`config.mk`:
```
export PLATFORM = sky130hd
export DESIGN_NAME = logic_op_arbiter
export DESIGN_NICKNAME = d
export VERILOG_FILES = /design/src/rtl/logic_op_arbiter.sv
export SDC_FILE = /design/constraint.sdc
export NUM_CORES = 1
export LEC_CHECK = 0
export CORE_MARGIN = 2
export CORE_UTILIZATION = 46
export DETAILED_ROUTE_END_ITERATION = 10
export GPL_ROUTABILITY_DRIVEN = 0
export PLACE_DENSITY = 0.94
export SLEW_MARGIN = 20
export SYNTH_ARGS = -nofsm -noshare
export SYNTH_HDL_FRONTEND = slang
export SYNTH_SLANG_ARGS = --single-unit
```
`constraint.sdc`:
```
create_clock -name clk -period 6.9 [get_ports clk]
set_clock_uncertainty 0.2 [all_clocks]
set_input_delay 1.38 -clock clk [delete_from_list [all_inputs] [get_ports clk]]
set_output_delay 1.38 -clock clk [all_outputs]
set_load 0.005 [all_outputs]
```
`src/rtl/logic_op_arbiter.sv`:
```
// Round-robin arbiter sharing one AND/OR evaluation unit among NREQ requesters.
// Optional LOGIC_ARB_OPCOUNT_EN adds a saturating response counter (op_count).
module logic_op_arbiter #(
    parameter int NREQ = 4,
    parameter int W    = 8,
    parameter int IDW  = 2
) (
    input  logic              clk,
    input  logic              rst_n,
    input  logic [NREQ-1:0]   req_valid,
    output logic [NREQ-1:0]   req_ready,
    input  logic [NREQ*W-1:0] req_a,
    input  logic [NREQ*W-1:0] req_b,
    input  logic [NREQ-1:0]   req_op,
    output logic              rsp_valid,
    input  logic              rsp_ready,
    output logic [W-1:0]      rsp_data,
    output logic [IDW-1:0]    rsp_id
`ifdef LOGIC_ARB_OPCOUNT_EN
    ,
    output logic [15:0]       op_count
`endif
);

    typedef enum logic [1:0] {
        IDLE,
        EVAL,
        RESP
    } state_t;

    localparam logic [IDW:0] NREQ_W = (IDW+1)'(NREQ);
    localparam logic [IDW-1:0] LAST = IDW'(NREQ - 1);

    state_t          state;
    logic [IDW-1:0]  rr_ptr;
    logic [IDW-1:0]  winner;
    logic [IDW-1:0]  id_q;
    logic [W-1:0]    a_q;
    logic [W-1:0]    b_q;
    logic            op_q;
    logic            found;
    logic [IDW:0]    sum;
    logic [IDW-1:0]  idx;
    logic [NREQ-1:0] grant_vec;

    // Search starts at rr_ptr and wraps, so the last winner goes to the back.
    always_comb begin
        found  = 1'b0;
        winner = '0;
        sum    = '0;
        idx    = '0;
        for (int k = 0; k < NREQ; k++) begin
            sum = {1'b0, rr_ptr} + (IDW+1)'(k);
            idx = (sum >= NREQ_W) ? IDW'(sum - NREQ_W) : IDW'(sum);
            if (!found && req_valid[idx]) begin
                found  = 1'b1;
                winner = idx;
            end
        end
    end

    assign grant_vec = found ? ({{(NREQ-1){1'b0}}, 1'b1} << winner) : '0;
    assign req_ready = (rst_n && state == IDLE) ? grant_vec : '0;

    always_ff @(posedge clk or negedge rst_n) begin
        if (!rst_n) begin
            state     <= IDLE;
            rr_ptr    <= '0;
            id_q      <= '0;
            a_q       <= '0;
            b_q       <= '0;
            op_q      <= 1'b0;
            rsp_valid <= 1'b0;
            rsp_data  <= '0;
            rsp_id    <= '0;
        end else begin
            unique case (state)
                IDLE: begin
                    if (found) begin
                        a_q    <= req_a[winner*W +: W];
                        b_q    <= req_b[winner*W +: W];
                        op_q   <= req_op[winner];
                        id_q   <= winner;
                        rr_ptr <= (winner == LAST) ? '0 : winner + 1'b1;
                        state  <= EVAL;
                    end
                end
                EVAL: begin
                    rsp_data  <= op_q ? (a_q | b_q) : (a_q & b_q);
                    rsp_id    <= id_q;
                    rsp_valid <= 1'b1;
                    state     <= RESP;
                end
                RESP: begin
                    if (rsp_ready) begin
                        rsp_valid <= 1'b0;
                        state     <= IDLE;
                    end
                end
                default: state <= IDLE;
            endcase
        end
    end

`ifdef LOGIC_ARB_OPCOUNT_EN
    always_ff @(posedge clk or negedge rst_n) begin
        if (!rst_n) begin
            op_count <= '0;
        end else if (rsp_valid && rsp_ready && op_count != 16'hFFFF) begin
            op_count <= op_count + 16'd1;
        end
    end
`endif

endmodule
```
==> results of run 1 <==
-- flip-flops by register name, indices dropped and copies added (netlist names) --
register	cells
rsp_id	2
state	2
op_q	1
rsp_data	8
id_q	2
rsp_valid	1
rr_ptr	2
a_q	8
b_q	8
-- stage by stage --
step | area (um2) | hold WS (ns) | util
after floorplan | 2060 | 0.243 | -
after global placement | 2920 | 0.266 | 0.676
after detailed placement | 2920 | 0.265 | 0.676
after CTS | 3010 | 0.281 | 0.695
after global routing | 3010 | 0.313 | 0.695
final | 3010 | 0.276 | 0.695
-- worst max-delay path, delay by kind of cell --
kind	cells	cell delay, ns
AOI/OAI and AO/OA	1	0.51
adders and majority gates	1	0.22
buffers and inverters	3	1.41
muxes	1	0.12
and+or+nand+nor	2	0.24
-- layout make-up --
type | count | area, um2 | area share
timing repair buffer | 90 | 893 | 0.297
sequential | 34 | 851 | 0.283
tap | 52 | 65.1 | 0.0216
multi-input combinational | 156 | 1100 | 0.365
clock buffer | 6 | 82.6 | 0.0275
inverter | 4 | 17.5 | 0.00583
-- cells by family after synthesis --
group	share of synthesized area
muxes	0.133
adders and majority gates	0.0121
buffers and inverters	0.0552
DFF	0.413
AOI/OAI and AO/OA	0.254
and+or+nand+nor	0.133
-- layer usage --
metal	up-vias	global-route usage
li1	948	-
met1	917	0.299
met2	108	0.346
met3	11	0.0399
met4	0	0.105
met5	-	0
-- synthesized netlist by cell type, types with 3 or more instances --
library cell / instances
a211oi_1: 6
a21oi_1: 27
a221o_1: 14
and3_1: 5
clkbuf_1: 9
dfrtp_1: 34
inv_1: 3
mux2_2: 5
mux2_4: 11
mux2i_1: 3
nand2_1: 15
nand3_1: 14
nor2_1: 15
o21ai_0: 16
o31ai_1: 8
-- power breakdown --
group	leakage, uW	internal [uW]	switching, uW
Combinational	0.000797	270	246
Sequential	0.000418	296	82.9
Clock	0.0000431	76.8	64.5
Total	0.00126	643	393
-- how the worst max path moves through the flow --
stage / startpoint / endpoint
CTS: req_valid[0] / req_ready[2]
finish: req_valid[0] / req_ready[2]
global placement: req_valid[0] / req_ready[0]
global route: req_valid[3] / req_ready[1]
detailed placement: req_valid[0] / req_ready[2]
floorplan: req_valid[2] / req_ready[2]
==> metrics, run 1 <==
met3 wire len 423 um; Max Transition Viols Final 0; crit-path most repeated cell clkdlybuf4s50_1; final WL 5390 um; leading cell types by total area after synthesis dfrtp_1 (41%), mux2_4 (8.0%), a221o_1 (6.8%); Power Density 345 mW/mm2; reg2reg setup slack 4.20 ns; fillers 328; met2 WL 2590 um; CTS max path bufs 2; die height 71.0 um; Port Buffer Count 89; largest net degree at the start of global routing 38; global-route usage over all layers 0.221; final std cells w/o fill 342; Die W 71.0 um; final worst slack 1.44 ns; Top Layer Used met4; Fin Setup TNS 0 ns; die footprint 0.00503 mm2; CTS Buf Count 5; Routed Antenna Nets 0; Max Cap Violations 0; HPWL Detailed 4150 um; detailed-route wire length per cell 15.8 um; reg2reg start rr_ptr[1]$_DFFE_PN0P_; pre-CTS WS 1.45 ns; Syn Std Cell Area 0.00206 mm2; initial antenna violation count 0; Syn Area/Cell 9.82 um2; Register-to-Register Path Depth 6; post-synth top area share 0.413; share of the yosys chip area belonging to registers 0.413; CTS Hold Bufs 0; Post-CTS Setup Bufs 0; most frequent cells in the layout clkdlybuf4s50_1 (88), dfrtp_1 (34), a21oi_1 (27); crit end category primary output; Post-synth EDFFs 0; Rows 24; DRC violations left 0; DRT iter0 DRCs 149; core area 0.00432 mm2; H-tree depth 2; CTS root buf clkbuf_8; Crit Path Max Fanout 23; CP max-delay cell clkdlybuf4s50_1; maximum vdd drop 0.000193 V; initial core utilization 0.477; Tcrit/Tclk final 0.792; RSZ-0062 raised after global routing no; cell count after synthesis 210; Synthesized Nets 287; WL met1 2250 um; outcome finished, final reports clean; Yosys cell types 35; dominant cell type by area after synthesis dfrtp_1; worst path required time 5.32 ns; crit path time final 5.46 ns; PostCTS Resize Cnt 0; Hold Crit Depth 2; grt ovf 0; clock-pin slew on the worst setup and hold paths 0.06 ns; clk_lat worst skew 0.28 ns; via count 1984; #FFs+latches synth 34; max incr delay on CP 0.62 ns; ys async rst share 1.00; Crit Path Class in2out; ant diodes 0; hold-critical path endpoint id_q[1]$_DFFE_PN0P_; drt first pass iters 5; commonest non-fill, non-tap cell in the layout clkdlybuf4s50_1; crit path DAT 3.88 ns; FMAX 0.183 GHz; CP cell instances clkdlybuf4s50_1, mux2i_4, o22ai_2, nor2_4, inv_4, ha_1, and3_1, clkdlybuf4s50_1; Leakage 0.00126 uW; share of cells above drive strength 1 0.107; top_reg_cell synth dfrtp_1; area growth from synthesis to layout 45.8%; Final #Nets 368; dpl cells 336; Hold Crit Class reg2reg; slew margin rel. 0.294; first-pass GRT wire length 8710 um; startpoint types input port; total power 1040 uW; number of global-route vias before repair 1878; final hold vios 0; I/O pins 90; min-delay src id_q[1]$_DFFE_PN0P_; via/cell ratio 5.80; r2r endpoint a_q[0]$_DFFE_PN0P_; actual slew at the worst max-slew pin 1.05 ns; CTS tree yes; Synth Warn # 0; count of final setup violators 0; CTS Sinks 34
Power figures use the tool's default switching activity.
==> run 2, diff against run 1 <==
Settings changed: CORE_UTILIZATION 46 to 42, PLACE_DENSITY 0.94 to 0.88.
Clock period 6.9 ns to 5.45 ns, I/O delays scaled along.
==> run 2 against run 1 <==
Against the previous run:
- count of clock-buffer cells in the layout is 1 lower
- worst setup slack worse by 0.82 ns
- hold slack lost 0.0044 ns
- final area is 1.8% higher
- sequential power up 27%
- non-clock buffer count rose by 1
- sequential share of layout area down 0.51 points
- sequential cell count did not move
- via count increased by 0.15%
- die area is 9.0% higher
==> metrics, run 2 (synthesized netlist as in run 1, its figures left out) <==
clk_lat worst skew 0.28 ns; drt first pass iters 4; fillers 383; Crit Path Max Fanout 23; ant diodes 0; crit-path most repeated cell clkdlybuf4s50_1; FMAX 0.207 GHz; DRT iter0 DRCs 106; Tcrit/Tclk final 0.887; Leakage 0.00128 uW; via count 1987; Max Cap Violations 0; largest net degree at the start of global routing 38; initial core utilization 0.437; worst path buffer plus inverter count 3; CTS max path bufs 2; crit end category primary output; detailed-route wire length per cell 15.0 um; CTS Sinks 34; CTS tree yes; DP Area 0.00295 mm2; initial antenna violation count 0; DRC violations left 0; CTS root buf clkbuf_8; die footprint 0.00549 mm2; CP max-delay cell clkdlybuf4s50_1; Routed Antenna Nets 0; Max Transition Viols Final 0; Port Buffer Count 89; Rows 25; cell depth of the worst setup path 8; share of cells above drive strength 1 0.119; H-tree depth 2; area growth from synthesis to layout 48.5%; maximum vdd drop 0.000257 V; global-route usage over all layers 0.207; clock-pin slew on the worst setup and hold paths 0.07 ns; Hold Crit Class reg2reg; core area 0.00472 mm2; Hold Crit Depth 2; Crit path max-delay family buffers and inverters; first-pass GRT wire length 8710 um; via/cell ratio 5.52; Fin Setup TNS 0 ns; RSZ-0062 raised after global routing no; HPWL Detailed 4060 um; outcome finished, final reports clean; final hold vios 0; crit path time final 4.84 ns; top flop regs a_q x8, b_q x8, rsp_data x8; CTS Buf Count 5; count of final setup violators 0; Power Density 448 mW/mm2; Crit Path Class in2out; commonest non-fill, non-tap cell in the layout clkdlybuf4s50_1; PostCTS Resize Cnt 0; max incr delay on CP 0.61 ns; CP cell instances clkdlybuf4s50_1, mux2i_4, o22ai_2, nor2_4, inv_4, ha_1, and3_1, clkdlybuf4s50_1; worst path required time 4.16 ns; I/O pins 90; CTS Hold Bufs 0; Hold Slack 0.271 ns; Die W 74.1 um; actual slew at the worst max-slew pin 0.804 ns; slew margin rel. 0.464; Final #Nets 369; startpoint types input port; Register-to-Register Path Depth 6; number of global-route vias before repair 1875; final WL 5390 um; crit path DAT 3.55 ns; Post-CTS Setup Bufs 0; post-layout instance area 0.00306 mm2; most frequent cells in the layout clkdlybuf4s50_1 (88), dfrtp_1 (34), a21oi_1 (27); die height 74.1 um; grt ovf 0
==> run 2: area by class of cell <==
| class | instances | area [um2] | area share |
|---|---|---|---|
| clock inverter | 3 | 40.0 | 0.0131 |
| sequential | 34 | 851 | 0.278 |
| clock buffer | 5 | 68.8 | 0.0225 |
| multi-input combinational | 156 | 1100 | 0.359 |
| inverter | 4 | 17.5 | 0.00572 |
| tap | 67 | 83.8 | 0.0274 |
| timing repair buffer | 91 | 901 | 0.294 |
==> run 2: power by group <==
| group | switching, uW | internal, uW | total (uW) | leakage [uW] |
|---|---|---|---|---|
| Combinational | 317 | 349 | 666 | 0.000801 |
| Sequential | 107 | 375 | 482 | 0.000418 |
| Clock | 88.3 | 134 | 223 | 0.0000579 |
| Total | 512 | 858 | 1370 | 0.00128 |
==> run 2: path summary, 6_finish.rpt <==
kind / slack (ns) / startpoint / endpoint
setup / recovery: 0.61 / req_valid[0] / req_ready[2]
hold / removal: 0.27 / id_q[1]$_DFFE_PN0P_ / id_q[1]$_DFFE_PN0P_
setup reg to reg: 2.78 / rr_ptr[1]$_DFFE_PN0P_ / a_q[2]$_DFFE_PN0P_
hold reg to reg: 0.27 / id_q[1]$_DFFE_PN0P_ / id_q[1]$_DFFE_PN0P_
max in group asynchronous: 3.90 / rst_n / a_q[1]$_DFFE_PN0P_
min in group asynchronous: 0.68 / rst_n / a_q[6]$_DFFE_PN0P_
==> run 2: routing by layer <==
layer  global-route usage  wire [um]  vias to the layer above
met4               0.0788         99                        0
li1                     -          -                      952
met3               0.0339        392                        7
met1                0.279       2280                      933
met5                    0          0                        -
met2                0.336       2620                       95
==> run 2: worst reg2reg max path, delay by kind of cell, from the launching register on <==
kind	cells	cell delay, ns
AO/OA/AOI/OAI	2	0.80
buffers and inverters	1	0.31
multiplexers	2	0.65
flip-flops	1	0.50
AND/OR/NAND/NOR	1	0.10
==> run 2: per-stage QoR <==
stage               power (uW)  std cells   util  worst slack (ns)
global placement          1120        352  0.625             0.729
CTS                       1370        360  0.648             0.617
finish                    1370        360  0.648             0.614
floorplan                  936        210      -              1.94
detailed placement        1150        352  0.625             0.621
global route              1470        360  0.648             0.458
==> run 3, diff against run 2 <==
Settings changed: CELL_PAD_IN_SITES_DETAIL_PLACEMENT set to 0, CELL_PAD_IN_SITES_GLOBAL_PLACEMENT set to 1, CORE_UTILIZATION 42 to 31.
==> run 3 against run 2 <==
Against the previous run:
- worst setup slack improved by 0.18 ns
- fmax increased by 3.8%
- first-iteration DRC count increased by 7.5%
- global-route usage decreased by 4.7 points
- wire length increased by 4.4%
- core utilization decreased by 17 points
- critical path type unchanged
- critical endpoint is now req_ready[1]
==> metrics, run 3 (synthesized netlist as in run 1, its figures left out) <==
outcome finished, final reports clean; startpoint types input port; final hold vios 0; hold-critical path endpoint rsp_data[5]$_DFFE_PN0P_; Die W 85.6 um; crit path DAT 3.37 ns; Port Buffer Count 89; CTS Buf Count 5; largest net degree at the start of global routing 27; Hold Crit Class reg2reg; Power Density 432 mW/mm2; commonest non-fill, non-tap cell in the layout clkdlybuf4s50_1; CTS root buf clkbuf_8; r2r endpoint a_q[2]$_DFFE_PN0P_; die height 85.6 um; final std cells w/o fill 370; crit path time final 4.66 ns; drt first pass iters 4; clock-pin slew on the worst setup and hold paths 0.06 ns; initial antenna violation count 0; CTS max path bufs 2; reg2reg setup slack 2.66 ns; H-tree depth 2; Crit Path Max Fanout 22; Hold Crit Depth 2; Register-to-Register Path Depth 7; top flop regs a_q x8, b_q x8, rsp_data x8; Max Transition Viols Final 0; area growth from synthesis to layout 48.5%; Tcrit/Tclk final 0.855; post-layout instance area 0.00306 mm2; PostCTS Resize Cnt 0; detailed-route wire length per cell 15.2 um; die footprint 0.00732 mm2; ant diodes 0; Rows 29; DRC violations left 0; I/O pins 90; min-delay src rsp_data[5]$_DFFE_PN0P_; Routed Antenna Nets 0; Post-CTS Setup Bufs 0; Crit Path Class in2out; maximum vdd drop 0.000162 V; first-pass GRT wire length 9270 um; Hold Slack 0.274 ns; Leakage 0.00127 uW; share of cells above drive strength 1 0.119; most frequent cells in the layout clkdlybuf4s50_1 (88), dfrtp_1 (34), a21oi_1 (27); Clk pwr share 0.132; core area 0.00639 mm2; via/cell ratio 5.14; dpl cells 364; RSZ-0062 raised after global routing no; DP Area 0.00298 mm2; Internal 824 uW; Multi-input gate area 0.00110 mm2; via count 1902; slew margin rel. 0.409; register area 851 um2; grt ovf 0; CTS Hold Bufs 0; Final #Nets 371; Fin Setup TNS 0 ns; reg2reg start rr_ptr[1]$_DFFE_PN0P_; combinational power share 0.503; worst path required time 4.16 ns; clk_lat worst skew 0.27 ns; initial core utilization 0.323; HPWL Detailed 4390 um; Seq pwr share 0.364; CTS tree yes; number of global-route vias before repair 1863; global-route usage over all layers 0.160; Switching Share 0.377; count of final setup violators 0; DRT iter0 DRCs 114; Switch Pwr 499 uW; Max Cap Violations 0; fillers 617; FMAX 0.215 GHz; CTS Sinks 34; actual slew at the worst max-slew pin 0.886 ns; final WL 5630 um; crit end category primary output
[run 3: cell types whose count changed in the layout (fill, tap and decap cells not counted), sizes merged]
cell | previous run | this run
bufinv | 1 | 0
clkinv | 2 | 0
buf | 3 | 5
clkbuf | 5 | 6
[run 3: worst max-delay path, cell delays in order]
cell and delay [ns]:
clkdlybuf4s50_1 0.62, mux2i_4 0.11, o22ai_2 0.49, nor2_4 0.10, inv_4 0.07, buf_4 0.33
nor2_1 0.09, clkdlybuf4s50_1 0.46
[run 3: metal layers]
metal	vias to the layer above	wire, um	track usage
met5	-	0	0
met4	0	89	0.0519
met3	6	390	0.0298
met2	77	2610	0.254
met1	870	2540	0.221
li1	949	-	-
[run 3: metrics by stage]
stage / worst slack (ns) / total power [uW] / util
floorplan: 1.94 / 936 / -
global placement: 0.859 / 1140 / 0.466
detailed placement: 0.791 / 1160 / 0.466
CTS: 0.795 / 1330 / 0.479
global route: 0.580 / 1440 / 0.480
finish: 0.792 / 1320 / 0.480
[run 3: layout make-up]
class	count	share of cell area
sequential	34	0.278
tap	77	0.0315
clock buffer	6	0.0270
inverter	4	0.00572
timing repair buffer	93	0.299
multi-input combinational	156	0.359
[run 3: how the worst max path moves through the flow]
stage            startpoint      endpoint  cells after the start
5_1_grt        req_valid[0]  req_ready[1]                      8
6_report       req_valid[0]  req_ready[1]                      8
3_5_place_dp   req_valid[0]  req_ready[1]                      8
2_1_floorplan  req_valid[2]  req_ready[2]                      6
3_3_place_gp   req_valid[0]  req_ready[0]                      8
4_1_cts        req_valid[0]  req_ready[1]                      8
[run 3: power by group through the flow]
stage          combinational [uW]  sequential [uW]  clock [uW]
2_1_floorplan                 492              444           0
3_3_place_gp                  656              483           0
3_5_place_dp                  669              487           0
4_1_cts                       670              483         180
5_1_grt                       744              503         191
6_report                      666              482         175
==> patch 1 (settings of run 2) <==
Add a define of `LOGIC_ARB_OPCOUNT_EN`.
--- a/src/rtl/logic_op_arbiter.sv
+++ b/src/rtl/logic_op_arbiter.sv
@@ -2,2 +2,4 @@
 // Optional LOGIC_ARB_OPCOUNT_EN adds a saturating response counter (op_count).
+`define LOGIC_ARB_OPCOUNT_EN
+
 module logic_op_arbiter #(
Behaviour (old outputs only; new: op_count): unchanged (equiv_simple and equiv_induct, registers matched by name and starting in step).
==> patch 1 against run 2 <==
- non-clock buffer count increased by 18
- worst setup slack improved by 0.40 ns
- wire length increased by 32%
- highest routed layer unchanged
- utilization decreased by 1.2 points
- first-iteration DRC count decreased by 1.9%
- synthesized cell count increased by 23%
- cell area increased by 25%
- area after synthesis increased by 29%
- power increased by 23%
- sequential cell count increased by 16
==> patch 1: results (changes against run 2) <==
Outcome
  • Outcome: complete, no violations (unchanged)

Yosys
  • Sequential fraction of the synthesis area: 0.4706 (was 0.4126)
  • Synth top cells by count: 50 x dfrtp_1, 31 x nor2_1, 24 x nand2_1 (was 34 x dfrtp_1, 27 x a21oi_1, 16 x o21ai_0)
  • Syn_nets: 337 (was 287)
  • Syn_area_per_cell: 10.27 um^2 (was 9.819 um^2)
  • Synth Area in XOR/XNOR: 0.04941 (was 0)
  • Warnings from Yosys: 0 (unchanged)
  • Area contributors post-synth: dfrtp_1 47%, mux2i_1 6.8%, a221oi_1 5.6% (was dfrtp_1 41%, mux2_4 8.0%, a221o_1 6.8%)
  • Multiplexer share of the synthesized area: 0.08047 (was 0.1329)
  • Compound-gate portion of the synthesized area: 0.1878 (was 0.2542)
  • FFs w/ async S/R, synth: 1.000 (unchanged)
  • Post-synth cell types: 44 (was 35)
  • Adder-cell share of the synthesized area: 0.01412 (was 0.01214)

Route
  • Drt first pass iters: 4 (unchanged)
  • Vias per inst: 5.594 (was 5.519)
  • Final WL: 7.141 mm (was 5.390 mm)
  • Initial DRC Count: 104 (was 106)

Place
  • Detailed Place HPWL: 5.416 mm (was 4.065 mm)
  • Number of port buffers: 105 (was 89)
  • Placed insts: 429 (was 352)

Cells and area
  • Layout Cells excl Fill: 436 (was 360)
  • N_diodes: 0 (unchanged)
  • Layout cells sized above 1: 0.06925 (was 0.1195)
  • Fillcell total: 494 (was 383)
  • Most flop-heavy register: op_count
  • Max reg flops: 16

Pwr
  • Switching part of the total: 0.3895 (was 0.3740)
  • Static Leak: 1.597 nW (was 1.277 nW)
  • Max VDD drop: 0.0002853 V (was 0.0002568 V)

Timing
  • Worst slew pin tran: 0.7455 ns (was 0.8044 ns)

CTS
  • CTS Buf Count: 5 (unchanged)
  • Worst-Skew Late Latency: 0.30 ns (was 0.28 ns)
  • H-tree depth: 2 (unchanged)
  • Bufs on Longest Clock Path: 2 (unchanged)
  • CTS resizes: 0 (unchanged)
  • Clock transition at the registers of the reported paths: 0.08 ns

Global routing
  • First-pass GRT wire length: 11.86 mm (was 8.707 mm)
  • Vias in the first global route: 2,426 (was 1,875)
  • GRT Total Usage: 0.2081 (was 0.2070)
  • Pin count of the biggest net entering global routing: 36 (was 38)

Worst setup path
  • Maximum fanout along the worst path: 8 (was 23)
-- patch 1: final timing paths --
| path | start | to | slack (ns) | depth (start not counted) |
|---|---|---|---|---|
| setup / recovery | req_valid[0] | req_ready[3] | 1.02 | 7 |
| hold / removal | id_q[0] | id_q[0] | 0.28 | 2 |
| setup reg to reg | rr_ptr[1] | b_q[6] | 3.29 | 6 |
| hold reg to reg | id_q[0] | id_q[0] | 0.28 | 2 |
| max in group asynchronous | rst_n | a_q[5] | 3.66 | 2 |
| min in group asynchronous | rst_n | op_count[3] | 0.65 | 1 |
-- patch 1: kinds of logic after synthesis --
logic type,after synthesis
buffers and inverters,17
muxes,21
AOI/OAI and AO/OA,67
xor gates and xnor gates,15
adders and majority gates,3
and+or+nand+nor,86
DFF,50
-- patch 1: critical path, cell delays in order --
cell             delay, ns
clkdlybuf4s50_1       0.55
a21o_1                0.23
a21boi_0              0.19
o22a_1                0.25
ha_1                  0.17
and3_1                0.16
clkdlybuf4s50_1       0.51
-- patch 1: final cells by class --
cell class | count | area (um^2) | area share
clock buffer | 7 | 76.32 | 0.01992
multi-input combinational | 192 | 1323 | 0.3452
inverter | 3 | 11.26 | 0.002939
timing repair buffer | 109 | 1076 | 0.2809
sequential | 50 | 1251 | 0.3266
tap | 75 | 93.84 | 0.02449
-- patch 1: per-stage QoR --
step / util / worst slack [ns] / total power [mW] / hold slack [ns] / cell area (um^2)
after global routing: 0.6358 / 0.9190 / 1.819 / 0.3012 / 3831
after detailed placement: 0.6231 / 1.035 / 1.490 / 0.2671 / 3755
after global placement: 0.6231 / 1.113 / 1.448 / 0.2571 / 3755
after CTS: 0.6358 / 1.017 / 1.694 / 0.2873 / 3831
after floorplan: - / 2.040 / 1.164 / 0.2420 / 2659
final: 0.6358 / 1.018 / 1.683 / 0.2850 / 3831
-- patch 1: metal layers --
metal	part of all wire	vias up	wire length, um	track usage
li1	-	1162	-	-
met1	0.41	1178	2918	0.2800
met2	0.51	95	3676	0.3542
met3	0.071	4	509	0.03363
met4	0.0050	0	36	0.04545
met5	0	-	0	0
-- patch 1: power groups by stage --
stage	registers [mW]	clock network, mW	logic, mW
6_report	0.673	0.202	0.808
5_1_grt	0.696	0.225	0.898
4_1_cts	0.671	0.207	0.816
3_5_place_dp	0.678	0	0.812
3_3_place_gp	0.669	0	0.779
2_1_floorplan	0.634	0	0.530
==> patch 2 (settings of run 2) <==
Made on the original files. Encoding of `state_t`: now one-hot (3 bits for 3 states).
--- a/src/rtl/logic_op_arbiter.sv
+++ b/src/rtl/logic_op_arbiter.sv
@@ -24,6 +24,6 @@
 
-    typedef enum logic [1:0] {
-        IDLE,
-        EVAL,
-        RESP
+    typedef enum logic [2:0] {
+        IDLE = 3'b001,
+        EVAL = 3'b010,
+        RESP = 3'b100
     } state_t;
Behaviour: same outputs for any inputs over 10 cycles, from zero or initial values and one cycle with rst_n low; not proved beyond that.
==> patch 2 against run 2 <==
- global-route usage grew 2.2 points
- register-to-register slack gained 0.25 ns
- sequential cell count grew 1
- area after synthesis grew 11%
- power grew 13%
- wire length grew 25%
- fmax shrank 0.65%
- cell area grew 5.8%
- worst setup slack lost 0.031 ns
==> patch 2: results (changes against run 2) <==
Yosys
  • Area contributors post-synth: dfrtp_1 37%, mux2i_1 7.9%, o21ai_0 7.0% (was dfrtp_1 41%, mux2_4 8.0%, a221o_1 6.8%)
  • Syn_area_per_cell: 9.255 um^2 (was 9.819 um^2)
  • Sequential fraction of the synthesis area: 0.3837 (was 0.4126)
  • Syn_nets: 324 (was 287)
  • Synth top cells by count: 34 x dfrtp_1, 32 x o21ai_0, 25 x o21ai_1 (was 34 x dfrtp_1, 27 x a21oi_1, 16 x o21ai_0)

Worst setup path
  • Worst reg2reg setup slack: 3.03 ns (was 2.78 ns)
  • Setup crit start: req_valid[1] (was req_valid[0])
  • R2r endpoint: b_q[1] (was a_q[2])
  • Maximum fanout along the worst path: 12 (was 23)
  • Worst path max stage delay: 0.66 ns (was 0.61 ns)
  • Worst EP arrival: 3.58 ns (was 3.55 ns)

Pwr
  • Max VDD drop: 0.0002743 V (was 0.0002568 V)
  • Static Leak: 1.291 nW (was 1.277 nW)

Cells and area
  • Layout cells sized above 1: 0.08133 (was 0.1195)
  • Fillcell total: 448 (was 383)
  • Nets: 408 (was 369)

Global routing
  • GRT Total Usage: 0.2288 (was 0.2070)
  • Vias in the first global route: 2,238 (was 1,875)

Place
  • Detailed Place HPWL: 4.864 mm (was 4.065 mm)
  • Cell Area, Placed: 3156 um^2 (was 2950 um^2)
  • Worst slack at placement: 0.5873 ns (was 0.6209 ns)

Route
  • Initial DRC Count: 214 (was 106)
  • Vias: 2,334 (was 1,987)
  • Final WL: 6.731 mm (was 5.390 mm)
  • DR WL/cell: 16.74 um (was 14.97 um)

CTS
  • Bufs on Longest Clock Path: 2 (unchanged)

Hold path
  • Hold_sp: rsp_data[1] (was id_q[1])
  • WHS Endpoint: rsp_data[1] (was id_q[1])

Outcome
  • Outcome: complete, no violations (unchanged)

Timing
  • WHS: 0.2759 ns (was 0.2714 ns)
  • Setup ws final: 0.5822 ns (was 0.6137 ns)
[patch 2: how the worst max path moves through the flow]
stage          cells past startpoint  slack [ns]           end
6_report                           8        0.58  req_ready[3]
5_1_grt                            8        0.39  req_ready[3]
4_1_cts                            8        0.58  req_ready[3]
3_5_place_dp                       8        0.59  req_ready[3]
3_3_place_gp                       8        0.67  req_ready[3]
2_1_floorplan                      6        1.92  req_ready[2]
[patch 2: power by group through the flow]
| stage | sequential (mW) | combinational [mW] | clock [mW] |
|---|---|---|---|
| finish | 0.523 | 0.833 | 0.186 |
| floorplan | 0.483 | 0.643 | 0 |
| detailed placement | 0.525 | 0.827 | 0 |
| global route | 0.543 | 0.930 | 0.198 |
| global placement | 0.520 | 0.799 | 0 |
| CTS | 0.522 | 0.834 | 0.187 |
[patch 2: area by class of cell]
cell class,count,share of cell area
tap,70,0.02704
multi-input combinational,186,0.3766
clock buffer,5,0.02124
sequential,35,0.2708
timing repair buffer,97,0.2920
inverter,6,0.007725
clock inverter,3,0.004635
[patch 2: critical path, delay by kind of cell]
family          cells  cell delay [ns]
buf+inv             4             1.32
fa+ha+maj           1             0.23
compound gates      2             0.76
simple gates        1             0.16
[patch 2: cells by family (layout without fill, tap and decap cells)]
group / count (synthesis) / in the layout / synth area share
AO/OA/AOI/OAI: 117 / 117 / 0.3410
AND/OR/NAND/NOR: 47 / 47 / 0.09305
flip-flops: 35 / 35 / 0.3837
buffers and inverters: 26 / 111 / 0.08265
multiplexers: 20 / 20 / 0.08867
adder cells (fa/ha/maj): 2 / 2 / 0.01095
[patch 2: routing by layer]
metal,GRT usage,up-vias,share of wire
met5,0,-,0
met3,0.04070,10,0.069
li1,-,1105,-
met4,0.05714,0,0.014
met1,0.2986,1117,0.41
met2,0.3914,102,0.51
